$ cat src/rtl/rf_wb_pkg.sv
// rf_wb_pkg: shared widths, FSM state and queued-write entry for the register-file writeback unit.
package rf_wb_pkg;
   localparam int DEF_XLEN = 32;
   localparam int DEF_REG_ADDR_W = 5;
   typedef enum logic [1:0] {RUN, DRAIN, HALTED} wb_state_t;
   typedef struct packed {
      logic [DEF_REG_ADDR_W-1:0] rd;
      logic [DEF_XLEN-1:0]       data;
   } wb_entry_t;
endpackage

$ cat src/rtl/wb_fifo.sv
// wb_fifo: synchronous FIFO of pending writeback entries; pushes when full and pops when empty are dropped.
module wb_fifo import rf_wb_pkg::*; #(
   parameter int DEPTH = 4
) (
   input  logic                         clk,
   input  logic                         reset,
   input  logic                         i_push,
   input  wb_entry_t                    i_din,
   input  logic                         i_pop,
   output wb_entry_t                    o_dout,
   output logic                         o_full,
   output logic                         o_empty,
   output logic [$clog2(DEPTH+1)-1:0]   o_count
);
   localparam int AW = $clog2(DEPTH);
   localparam int CW = $clog2(DEPTH+1);
   wb_entry_t      r_mem [DEPTH];
   logic [AW-1:0]  r_wp, r_rp;
   logic [CW-1:0]  r_cnt;
   logic           w_push, w_pop;
   assign o_full  = r_cnt == CW'(DEPTH);
   assign o_empty = r_cnt == '0;
   assign o_count = r_cnt;
   assign o_dout  = r_mem[r_rp];
   assign w_push  = i_push && !o_full;
   assign w_pop   = i_pop && !o_empty;
   always_ff @(posedge clk)
      if (w_push) r_mem[r_wp] <= i_din;
   always_ff @(posedge clk) begin
      if (reset) begin
         r_wp  <= '0;
         r_rp  <= '0;
         r_cnt <= '0;
      end else begin
         if (w_push) r_wp <= r_wp + 1'b1;
         if (w_pop) r_rp <= r_rp + 1'b1;
         r_cnt <= r_cnt + CW'(w_push) - CW'(w_pop);
      end
   end
endmodule

$ cat src/rtl/regfile_writeback_unit.sv
// regfile_writeback_unit: arbitrates ALU and long-latency results onto the register-file write port,
// tracks pending long destinations and drains before halting. Optional macro WB_BYPASS_EN.
module regfile_writeback_unit import rf_wb_pkg::*; #(
   parameter int XLEN       = DEF_XLEN,
   parameter int REG_ADDR_W = DEF_REG_ADDR_W,
   parameter int DEPTH      = 4
) (
   input  logic                  clk,
   input  logic                  reset,
   input  logic                  alu_valid,
   input  logic [REG_ADDR_W-1:0] alu_rd,
   input  logic [XLEN-1:0]       alu_data,
   input  logic                  issue_valid,
   input  logic [REG_ADDR_W-1:0] issue_rd,
   input  logic                  long_valid,
   output logic                  long_ready,
   input  logic [REG_ADDR_W-1:0] long_rd,
   input  logic [XLEN-1:0]       long_data,
   input  logic [REG_ADDR_W-1:0] rs1,
   input  logic [REG_ADDR_W-1:0] rs2,
   output logic                  rs1_busy,
   output logic                  rs2_busy,
   input  logic                  halt_req,
   output logic [REG_ADDR_W-1:0] wb_rd,
   output logic [XLEN-1:0]       wb_data,
   output logic                  wb_write_enable,
   output logic                  is_drained
);
   localparam int NREG = 1 << REG_ADDR_W;
   localparam int CW   = $clog2(DEPTH+1);
   wb_state_t             r_state;
   logic                  r_drained, r_we;
   logic [REG_ADDR_W-1:0] r_rd;
   logic [XLEN-1:0]       r_data;
   logic [NREG-1:0]       r_sb;
   wb_entry_t             w_head, w_in;
   logic                  w_full, w_empty;
   logic [CW-1:0]         w_count;
   logic                  w_halted, w_hs, w_alu, w_bypass, w_fifo_push, w_pop;
   logic                  w_sel_long, w_sel_valid, w_issue, w_idle;
   logic [REG_ADDR_W-1:0] w_sel_rd;
   logic [XLEN-1:0]       w_sel_data;
   logic [NREG-1:0]       w_set, w_clr;
   wb_fifo #(.DEPTH(DEPTH)) u_fifo (
      .clk     (clk),
      .reset   (reset),
      .i_push  (w_fifo_push),
      .i_din   (w_in),
      .i_pop   (w_pop),
      .o_dout  (w_head),
      .o_full  (w_full),
      .o_empty (w_empty),
      .o_count (w_count)
   );
   assign w_halted   = r_state == HALTED;
   assign long_ready = !w_halted && !w_full;
   assign w_hs       = long_valid && long_ready;
   assign w_alu      = alu_valid && !w_halted;
`ifdef WB_BYPASS_EN
   assign w_bypass   = w_hs && w_empty && !w_alu;
`else
   assign w_bypass   = 1'b0;
`endif
   assign w_fifo_push = w_hs && !w_bypass;
   assign w_pop       = !w_alu && !w_empty && !w_halted;
   assign w_in        = '{rd: long_rd, data: long_data};
   assign w_sel_long  = w_pop || w_bypass;
   assign w_sel_valid = w_alu || w_sel_long;
   assign w_sel_rd    = w_alu ? alu_rd : w_bypass ? long_rd : w_pop ? w_head.rd : '0;
   assign w_sel_data  = w_alu ? alu_data : w_bypass ? long_data : w_pop ? w_head.data : '0;
   assign w_issue     = issue_valid && r_state == RUN && issue_rd != '0;
   assign w_set       = w_issue ? NREG'(1) << issue_rd : '0;
   // Pending bit drops at the edge that loads the long write, so busy is already low while it is on wb_*
   assign w_clr       = w_sel_long ? NREG'(1) << w_sel_rd : '0;
   assign w_idle      = w_count == '0 && r_sb == '0 && !r_we && !w_sel_valid && !w_hs;
   assign rs1_busy    = rs1 != '0 && r_sb[rs1];
   assign rs2_busy    = rs2 != '0 && r_sb[rs2];
   assign wb_rd           = r_rd;
   assign wb_data         = r_data;
   assign wb_write_enable = r_we;
   assign is_drained      = r_drained;
   always_ff @(posedge clk) begin
      if (reset) begin
         r_we   <= 1'b0;
         r_rd   <= '0;
         r_data <= '0;
         r_sb   <= '0;
      end else begin
         r_we   <= w_sel_valid && w_sel_rd != '0;
         r_rd   <= w_sel_rd;
         r_data <= w_sel_data;
         r_sb   <= (r_sb & ~w_clr) | w_set;
      end
   end
   always_ff @(posedge clk) begin
      if (reset) begin
         r_state   <= RUN;
         r_drained <= 1'b0;
      end else begin
         r_state   <= (r_state == RUN && halt_req) ? DRAIN :
                      (r_state == DRAIN && w_idle) ? HALTED : r_state;
         r_drained <= w_halted || (r_state == DRAIN && w_idle);
      end
   end
endmodule

$ cat config.mk
export PLATFORM = sky130hd
export DESIGN_NAME = regfile_writeback_unit
export DESIGN_NICKNAME = d
export VERILOG_FILES = /design/src/rtl/rf_wb_pkg.sv /design/src/rtl/wb_fifo.sv /design/src/rtl/regfile_writeback_unit.sv
export SDC_FILE = /design/constraint.sdc
export NUM_CORES = 1
export LEC_CHECK = 0
export ABC_AREA = 0
export CAP_MARGIN = 20
export CORE_ASPECT_RATIO = 0.5
export CORE_MARGIN = 2
export CORE_UTILIZATION = 56
export CTS_BUF_LIST = sky130_fd_sc_hd__clkbuf_8
export CTS_CLUSTER_DIAMETER = 60
export DETAILED_ROUTE_END_ITERATION = 8
export GPL_ROUTABILITY_DRIVEN = 0
export GPL_TIMING_DRIVEN = 0
export PLACE_DENSITY = 0.86
export SLEW_MARGIN = 20
export SYNTH_ARGS = -nofsm -noshare
export SYNTH_HDL_FRONTEND = slang
export SYNTH_SLANG_ARGS = --single-unit
$ cat constraint.sdc
create_clock -name clk -period 3.66 [get_ports clk]
set_input_delay 0.366 -clock clk [delete_from_list [all_inputs] [get_ports clk]]
set_output_delay 0.366 -clock clk [all_outputs]
set_load 0.02 [all_outputs]
# --- Word level (Yosys, flattened, before mapping) ---
# Memories as Yosys holds them, arrays and structs flattened. A register that Yosys moved wholly into a read port is not among the register bits.
# Index checks and enable logic that the tools add are counted.
totals:
  regBits: 80
  latch_bits: 0
  ramBits: 148
  romBits: 0
  inputBits: 95
  memories: 1
classes:
  add_sub_neg: 4
  multipliers: 0
  div_mod_pow: 0
  magnitude_cmp: 2
  n_eq_ne: 3
  shifts: 2
  mux: 16
  bitwise_logic: 3
  n_reduce_logical: 36
memory_table:
  columns: ["memory", "depth", "width", "read_ports", "rd_ports_with_merged_regs", "wr", "line", "rtl"]
  rows:
  - ["u_fifo.r_mem", 4, 37, 1, 1, 1, "wb_fifo.sv:17", "wb_entry_t r_mem [DEPTH];"]
ops:
  columns: ["op", "n"]
  rows:
  - ["two-way mux 32 bit", 4]
  - ["<< shifter 1 x 5 -> 32 bit, first input constant", 2]
  - ["AND 32 bit", 1]
  - ["logical NOT 32 bit", 1]
  - ["NOT 32 bit", 1]
  - ["bitwise OR 32 bit", 1]
  - ["nonzero test 5 bit", 4]
  - ["logical AND 1 bit", 18]
  - ["< comparator 5 x 6 -> 1 bit, second input constant", 2]
  - ["binary-select mux 1 bit (select 5 bit)", 2]
  - ["two-way mux 5 bit", 2]
  - ["logical NOT 1 bit", 7]
  - ["two-way mux 1 bit", 6]
  - ["adder 2 x 1 -> 2 bit, second input constant", 2]
  - ["two-way mux 2 bit", 2]
  - ["adder 3 x 1 -> 3 bit", 1]
  - ["equality test 3 bit, second input constant", 1]
  - ["logical NOT 3 bit", 1]
  - ["subtractor 3 x 1 -> 3 bit", 1]
  - ["equality test 2 x 1 -> 1 bit, second input constant", 1]
  - ["equality test 2 bit, second input constant", 1]
  - ["logical NOT 2 bit", 1]
  - ["logical OR 1 bit", 2]
  - ["nonzero test 2 bit", 1]
  - ["OR reduction 2 bit", 1]

# --- Logic depth before layout (Yosys ltp) ---
# Gate-level depths: netlist (run 1).
logic_depth:
  ltp_word: 13
  depth_mapped: 13
  ltp_nobuf: 10

# --- Modules after synthesis ---
# Synthesis (run 1) repeated with hierarchy kept, for this count alone.
unflattened:
  hier_cells: 640
  area_unflattened_um2: 9579.2
modules_own_cells:
  columns: ["mod", "n_inst", "cells_each", "area_per_inst_um2", "seq_area_each_um2"]
  rows:
  - ["wb_fifo", 1, 244, 5871.9, 4624.4]
  - ["regfile_writeback_unit", 1, 396, 3707.3, 1461.4]

# --- Least setup slack after synthesis (run 1) ---
# OpenSTA, ideal clock, no wires.
synth_path:
  path_kind: "register -> register"
  start: "register r_state[0]"
  end: "register u_fifo.r_cnt[2] (netlist: u_fifo.o_count[2])"
  t_arrival_ns: 2.600
  required_time_ns: 3.532
  slack_ns: 0.932
  stages_incl_launch_ff: 14
  path_cell_list: "dfxtp_1 > nand2b_1 > clkbuf_1 > nand3_1 > inv_1 > buf_2 > buf_2 > ha_1 > inv_1 > ha_1 > fa_1 > xnor2_1 > xnor2_1 > nor2_1"
synth_between:
  elab_chain_len: 8
  elab_cells_between_ends: 12
  cone_classes: "2 x add/sub; 1 x eq/ne; 9 x reduce/logical"
synth_lines:
  columns: ["element", "line", "rtl"]
  rows:
  - ["from (decl)", "regfile_writeback_unit.sv:31", "wb_state_t r_state;"]
  - ["from (signal assigned)", "regfile_writeback_unit.sv:100", "r_state <= (r_state == RUN && halt_req) ? DRAIN :"]
  - ["equality test 2 bit *", "regfile_writeback_unit.sv:55", "assign w_halted = r_state == HALTED;"]
  - ["logical NOT 1 bit *", "regfile_writeback_unit.sv:58, regfile_writeback_unit.sv:65", null]
  - ["logical AND 1 bit", "regfile_writeback_unit.sv:58", "assign w_alu = alu_valid && !w_halted;"]
  - ["logical NOT 1 bit", "regfile_writeback_unit.sv:65", "assign w_pop = !w_alu && !w_empty && !w_halted;"]
  - ["logical AND 1 bit", "regfile_writeback_unit.sv:65", null]
  - ["logical AND 1 bit *", "regfile_writeback_unit.sv:65", null]
  - ["logical AND 1 bit *", "wb_fifo.sv:26", "assign w_pop = i_pop && !o_empty;"]
  - ["net u_fifo.w_pop", "wb_fifo.sv:20", "logic w_push, w_pop;"]
  - ["subtractor 3 x 1 -> 3 bit *", "wb_fifo.sv:37", "r_cnt <= r_cnt + CW'(w_push) - CW'(w_pop);"]
  - ["to (signal assigned)", "wb_fifo.sv:37", null]
  - ["to (decl)", "wb_fifo.sv:19", "logic [CW-1:0] r_cnt;"]
# The timed path passes the listed nets; every way through them passes the cells marked *.
# A chain may end at the register's enable or synchronous reset.

# --- Final worst setup path (run 1) ---
# Ends and elaborated chain as after synthesis.

==> flow_metrics.py, run 1 <==
metrics = {
    "clock_tree": {
        "cts_made_buffers": 31,
        "cts_tree": "done",
        "cts-root-buf": "clkbuf_8",
        "ctsResizeCount": 0,
        "path_clk_slew_ps": 70,
        "cts_setup_buffers": 0,
        "clk_latency_ps": 570,
        "hold_buffers": 0,
        "clock_path_buffers": 3,
        "cts_sinks": 230,
        "htree_levels": 1,
    },
    "critical_path": {
        "crit_cells": 13,
        "path_buf_inv": 5,
        "worstPathRequired_ps": 4100,
        "endpoint": "u_fifo.o_count[2]",
        "path_class": "register to register",
        "reg2reg_from": "r_state[0]",
        "worstPathArrival_ps": 3780,
        "crit_family": "buffers and inverters",
        "end_kind": "register",
        "cp_slowest_cell": "fa_1",
        "rr_endpoint": "u_fifo.o_count[2]",
        "cp_max_fo": 10,
        "slowest_delay_ps": 420,
        "startpoint": "r_state[0]",
        "worst_r2r_path_depth": 13,
        "path_cells": "nand2b_1 -> clkbuf_1 -> nand3_1 -> inv_1 -> buf_2 -> buf_2 -> ha_1 -> inv_1 -> ha_1 -> fa_1 -> xnor2_1 -> xnor2_1 -> nor2_1",
        "cp-start-kind": "register",
        "rrSetupSlack_ps": 320,
    },
    "floorplan": {
        "io_pins": 137,
        "row_count": 33,
        "initial_core_util": 0.570,
        "die_h_um": 95.1,
        "dieArea_um2": 17700,
        "die_x_um": 186,
        "core_area_um2": 16300,
    },
    "synth": {
        "synth_flop_cell": "edfxtp_1",
        "synth.distinct_cells": 57,
        "seq_area_frac_synth": 0.655,
        "syn_area_um2": 9300,
        "ys_warn_count": 0,
        "synth_nets": 707,
        "synth_edf_count": 148,
        "netlist_instances": 605,
        "avgSynthCellArea_um2": 15.4,
        "async_reset_ff_frac": 0,
        "synth.ff_latch_count": 230,
    },
    "power": {
        "p_sw_w": 0.00197,
        "seq_power_share": 0.475,
        "p_leak_nw": 3.85,
        "p_clk_frac": 0.268,
        "combPwrFrac": 0.257,
        "power_density_nw_per_um2": 581,
        "vdd_drop_max_uv": 292,
        "power_switching_share": 0.294,
        "p_int_w": 0.00472,
        "total_power_w": 0.00668,
    },
    "route": {
        "ant_nets": 0,
        "via_count": 6265,
        "drt-initial-drc-count": 658,
        "wire_per_inst_um": 21.9,
        "first_pass_iters": 6,
        "routed_wl_um": 22300,
        "via_per_inst": 6.14,
        "drcViolationCount": 0,
    },
    "global_route": {
        "globalRouteOverflowTotal": 0,
        "antenna_found_initial": 0,
        "grt_pass1_wl_um": 33500,
        "grtUsageTotal": 0.253,
        "grt_max_degree": 27,
        "grt_pass1_vias": 6184,
    },
    "cells_and_area": {
        "layout-area-overhead-vs-synth_pct": 23.8,
        "drive_gt1_frac": 0.147,
        "seq_area_um2": 6090,
        "final_cells": 1021,
        "multiInputGateArea_um2": 3010,
        "nFillCells": 995,
        "final_util": 0.706,
        "diodes": 0,
        "nets": 871,
    },
    "sta": {
        "worst_pin_slew_ps": 867,
        "finalSetupViolCount": 0,
        "fmax_mhz": 299,
        "max_slew_margin": 0.422,
        "min_period_ps": 3340,
        "fin_crit_sh": 0.912,
        "fin_worst_skew_ps": 16.6,
        "hold_violations": 0,
        "rsz0062_at_grt": "no",
        "drv_slew": 0,
    },
    "run": {
        "cap_violations": 0,
    },
    "worst_hold_path": {
        "hp-class": "primary input to register",
    },
    "placed_design": {
        "dp_cells": 963,
        "dpl.hpwl_um": 15300,
        "io_buffer_count": 127,
    },
    "status": {
        "status": "finished clean",
    },
}
[state kept, by name, summed over array words and instances, names as in the netlist, named ones only]
register and count:
is_drained 1, u_fifo.r_mem 148, u_fifo.r_wp 2, u_fifo.o_count 3
wb_write_enable 1, u_fifo.r_rp 2, r_state 2, wb_rd 5
r_sb 32, wb_data 32
[cells by family after synthesis]
kind of cell / count (synthesis) / synth area share
flip-flops: 230 / 0.655
buffers and inverters: 52 / 0.0230
AO/OA/AOI/OAI: 102 / 0.0861
multiplexers: 64 / 0.141
AND/OR/NAND/NOR: 145 / 0.0805
adder cells (fa/ha/maj): 7 / 0.0102
XOR/XNOR: 5 / 0.00471
[metrics by stage]
step	setup TNS, ps	hold WS, ps	cell area [um^2]	setup WS [ps]
after detailed placement	0	438	10900	352
final	0	234	11500	321
after global routing	0	219	11500	136
after global placement	-144	435	10900	-6.75
after CTS	0	199	11500	345
after floorplan	0	428	9300	932
[worst register-to-register path: stages (launching register included)]
cell and delay, ps:
dfxtp_1 400, nand2b_1 250, clkbuf_1 370, nand3_1 260, inv_1 150, buf_2 280
buf_2 300, ha_1 170, inv_1 40, ha_1 190, fa_1 420, xnor2_1 200
xnor2_1 140, nor2_1 50
[Yosys cell counts, drive strengths merged, types with 7 or more instances]
cell,count,area [um^2]
a21oi,11,55.1
a22oi,34,255
a32o,13,130
and2,8,50.1
buf,14,71.3
clkbuf,22,82.6
dfxtp,82,1640
edfxtp,148,4440
inv,16,60.1
mux2i,7,70.1
mux4,53,1190
nand2,20,75.1
nand2b,10,62.6
nand3,8,40.0
nor2,54,205
nor4,11,68.8
o21ai,12,63.8
[cell type report]
cell class / count / share of cell area
buffer: 36 / 0.0134
clock buffer: 31 / 0.0371
clock inverter: 27 / 0.0120
inverter: 16 / 0.00522
multi-input combinational: 323 / 0.261
sequential: 230 / 0.529
tap: 227 / 0.0247
timing repair buffer: 131 / 0.117
[cells in the final DEF (no fill, tap or decap), types with 5 or more instances in the layout]
cell               n
a21oi_1           11
a22oi_1           34
a32o_1            13
buf_1              6
buf_2              6
clkbuf_1          22
clkbuf_8          31
clkdlybuf4s50_1  127
clkinv_1           7
dfxtp_1           82
edfxtp_1         148
ha_1               6
inv_1             31
mux2i_1            7
mux4_2            53
nand2_1           20
nand2b_1          10
nand3_1            8
nand4_1            5
nor2_1            53
nor2b_1            6
nor4_1            11
o21ai_0            9
[metal layers]
layer	up-vias	GRT usage	wire, um	share of wire
met5	-	0	0	0
met1	3126	0.326	8720	0.39
li1	2747	-	-	-
met3	61	0.0455	1730	0.078
met2	331	0.437	11100	0.50
met4	0	0.0971	748	0.034
[worst min path at each step]
stage          startpoint         endpoint  cells after the start
5_1_grt         alu_valid  wb_write_enable                      3
3_3_place_gp      r_sb[0]          r_sb[0]                      1
6_report        alu_valid  wb_write_enable                      3
3_5_place_dp      r_sb[0]          r_sb[0]                      1
4_1_cts         alu_valid  wb_write_enable                      3
2_1_floorplan     r_sb[0]          r_sb[0]                      1
[power groups by stage]
stage	registers, W	clock network [W]	logic, W
after floorplan	0.00329	0	0.00101
after detailed placement	0.00323	0	0.00170
after global routing	0.00319	0.00191	0.00185
after CTS	0.00317	0.00181	0.00171
after global placement	0.00321	0	0.00162
final	0.00317	0.00179	0.00172
Power figures use the tool's default switching activity.
==> run 2: changes to the inputs <==
--- a/config.mk
+++ b/config.mk
@@ -13,9 +13,8 @@
 export CTS_BUF_LIST = sky130_fd_sc_hd__clkbuf_8
 export CTS_CLUSTER_DIAMETER = 60
 export DETAILED_ROUTE_END_ITERATION = 8
-export GPL_ROUTABILITY_DRIVEN = 0
 export GPL_TIMING_DRIVEN = 0
-export PLACE_DENSITY = 0.86
+export PLACE_DENSITY = 0.92
 export SLEW_MARGIN = 20
 export SYNTH_ARGS = -nofsm -noshare
 export SYNTH_HDL_FRONTEND = slang
==> flow_metrics.py, run 2 (same netlist as run 1, synthesis figures left out) <==
metrics = {
    "status": {
        "status": "finished clean",
    },
    "sta": {
        "fin_worst_skew_ps": 44.9,
        "finalSetupViolCount": 0,
        "hold_violations": 0,
        "setup_ws_ps": 206,
        "fin_crit_sh": 0.944,
        "min_period_ps": 3450,
        "drv_slew": 0,
        "rsz0062_at_grt": "no",
        "fmax_mhz": 290,
        "worst_pin_slew_ps": 902,
        "max_slew_margin": 0.399,
    },
    "floorplan": {
        "dieArea_um2": 17700,
        "core_area_um2": 16300,
        "row_count": 33,
        "die_x_um": 186,
        "initial_core_util": 0.570,
        "die_h_um": 95.1,
        "io_pins": 137,
    },
    "cells_and_area": {
        "largest_reg_flops": 148,
        "most-common-layout-cells": "148 x edfxtp_1, 127 x clkdlybuf4s50_1, 82 x dfxtp_1",
        "final_cells": 1021,
        "layout_commonest_cell": "edfxtp_1",
        "drive_gt1_frac": 0.156,
        "layout-area-overhead-vs-synth_pct": 24.2,
        "nets": 871,
        "largest-register": "u_fifo.r_mem",
        "diodes": 0,
    },
    "clock_tree": {
        "cts_tree": "done",
        "path_clk_slew_ps": 70,
        "clk_latency_ps": 600,
        "clock_path_buffers": 3,
        "cts_sinks": 230,
        "cts_made_buffers": 31,
        "htree_levels": 1,
        "cts-root-buf": "clkbuf_8",
    },
    "power": {
        "power_switching_share": 0.308,
        "total_power_w": 0.00687,
        "vdd_drop_max_uv": 319,
        "combPwrFrac": 0.263,
        "p_clk_frac": 0.273,
        "p_sw_w": 0.00212,
        "power_density_nw_per_um2": 595,
        "p_int_w": 0.00476,
        "seq_power_share": 0.464,
        "p_leak_nw": 3.85,
    },
    "global_route": {
        "grt_max_degree": 27,
        "grt_pass1_vias": 6496,
        "globalRouteOverflowTotal": 0,
        "grtUsageTotal": 0.287,
        "antenna_found_initial": 0,
        "grt_pass1_wl_um": 37700,
    },
    "placed_design": {
        "pre_cts_ws_ps": 256,
        "dpl.hpwl_um": 16500,
        "gp_congestion": 0.898,
        "io_buffer_count": 127,
        "dp_cells": 963,
    },
    "critical_path": {
        "worstPathArrival_ps": 3870,
        "path_class": "register to register",
        "end_kind": "register",
        "cp_max_fo": 10,
        "worstPathRequired_ps": 4080,
        "cp-start-kind": "register",
    },
    "route": {
        "drcViolationCount": 0,
        "drt-initial-drc-count": 720,
        "first_pass_iters": 5,
        "ant_nets": 0,
        "routed_wl_um": 25200,
        "via_count": 6463,
        "via_per_inst": 6.33,
        "wire_per_inst_um": 24.7,
    },
    "run": {
        "cap_violations": 0,
    },
    "worst_hold_path": {
        "hp-class": "primary input to register",
    },
}
==> run 2: cell count changes in the layout (fill, tap and decap cells not counted), sizes merged <==
cell / delta
clkinv: +4
clkbuf: +1
clkinvlp: +1
inv: -6
==> run 2: power groups by stage <==
stage / Sequential (W) / Combinational [W] / Clock [W]
finish: 0.00319 / 0.00181 / 0.00188
global route: 0.00321 / 0.00190 / 0.00199
CTS: 0.00319 / 0.00179 / 0.00188
detailed placement: 0.00323 / 0.00174 / 0
global placement: 0.00321 / 0.00163 / 0
floorplan: 0.00329 / 0.00101 / 0
==> run 2: stage by stage <==
stage	hold slack [ps]	area, um^2	util	setup TNS (ps)
after floorplan	428	9300	-	0
after global placement	436	10900	0.665	-2230
after detailed placement	436	11000	0.672	0
after CTS	187	11500	0.708	0
after global routing	214	11500	0.708	0
final	205	11500	0.708	0
==> run 2: critical path, stage by stage, from the launching register on <==
cell and delay [ps]:
dfxtp_1 410, nand2b_1 250, clkbuf_2 260, nand3_1 250, inv_1 180, buf_2 310, buf_2 340, ha_1 200
inv_1 40, ha_1 200, fa_1 420, xnor2_1 210, xnor2_1 170, nor2_1 60
==> run 2: repair_timing <==
action                     CTS  global route
buffers inserted             0             0
setup endpoints to repair    0             1
resized for setup            0             2
hold buffers                 0             0
==> run 2: worst paths after layout <==
| check | endpoint | start | cells after the start | slack (ps) |
|---|---|---|---|---|
| setup reg to reg | u_fifo.o_count[2] | r_state[0] | 13 | 210 |
| setup / recovery | u_fifo.o_count[2] | r_state[0] | 13 | 210 |
| hold / removal | wb_write_enable | alu_valid | 3 | 210 |
| hold reg to reg | r_sb[0] | r_sb[0] | 1 | 450 |
==> run 2: cell type report <==
class / count / area (um^2)
buffer: 36 / 155
clock buffer: 32 / 440
clock inverter: 26 / 143
fill: 992 / 4760
inverter: 16 / 60.1
multi-input combinational: 323 / 3010
sequential: 230 / 6090
tap: 227 / 284
timing repair buffer: 131 / 1370
==> run 2: layer usage <==
layer,GRT usage,part of all wire,vias to the layer above
met5,0,0,-
met3,0.0508,0.075,63
met4,0.103,0.029,0
met1,0.378,0.40,3267
li1,-,-,2747
met2,0.489,0.50,386
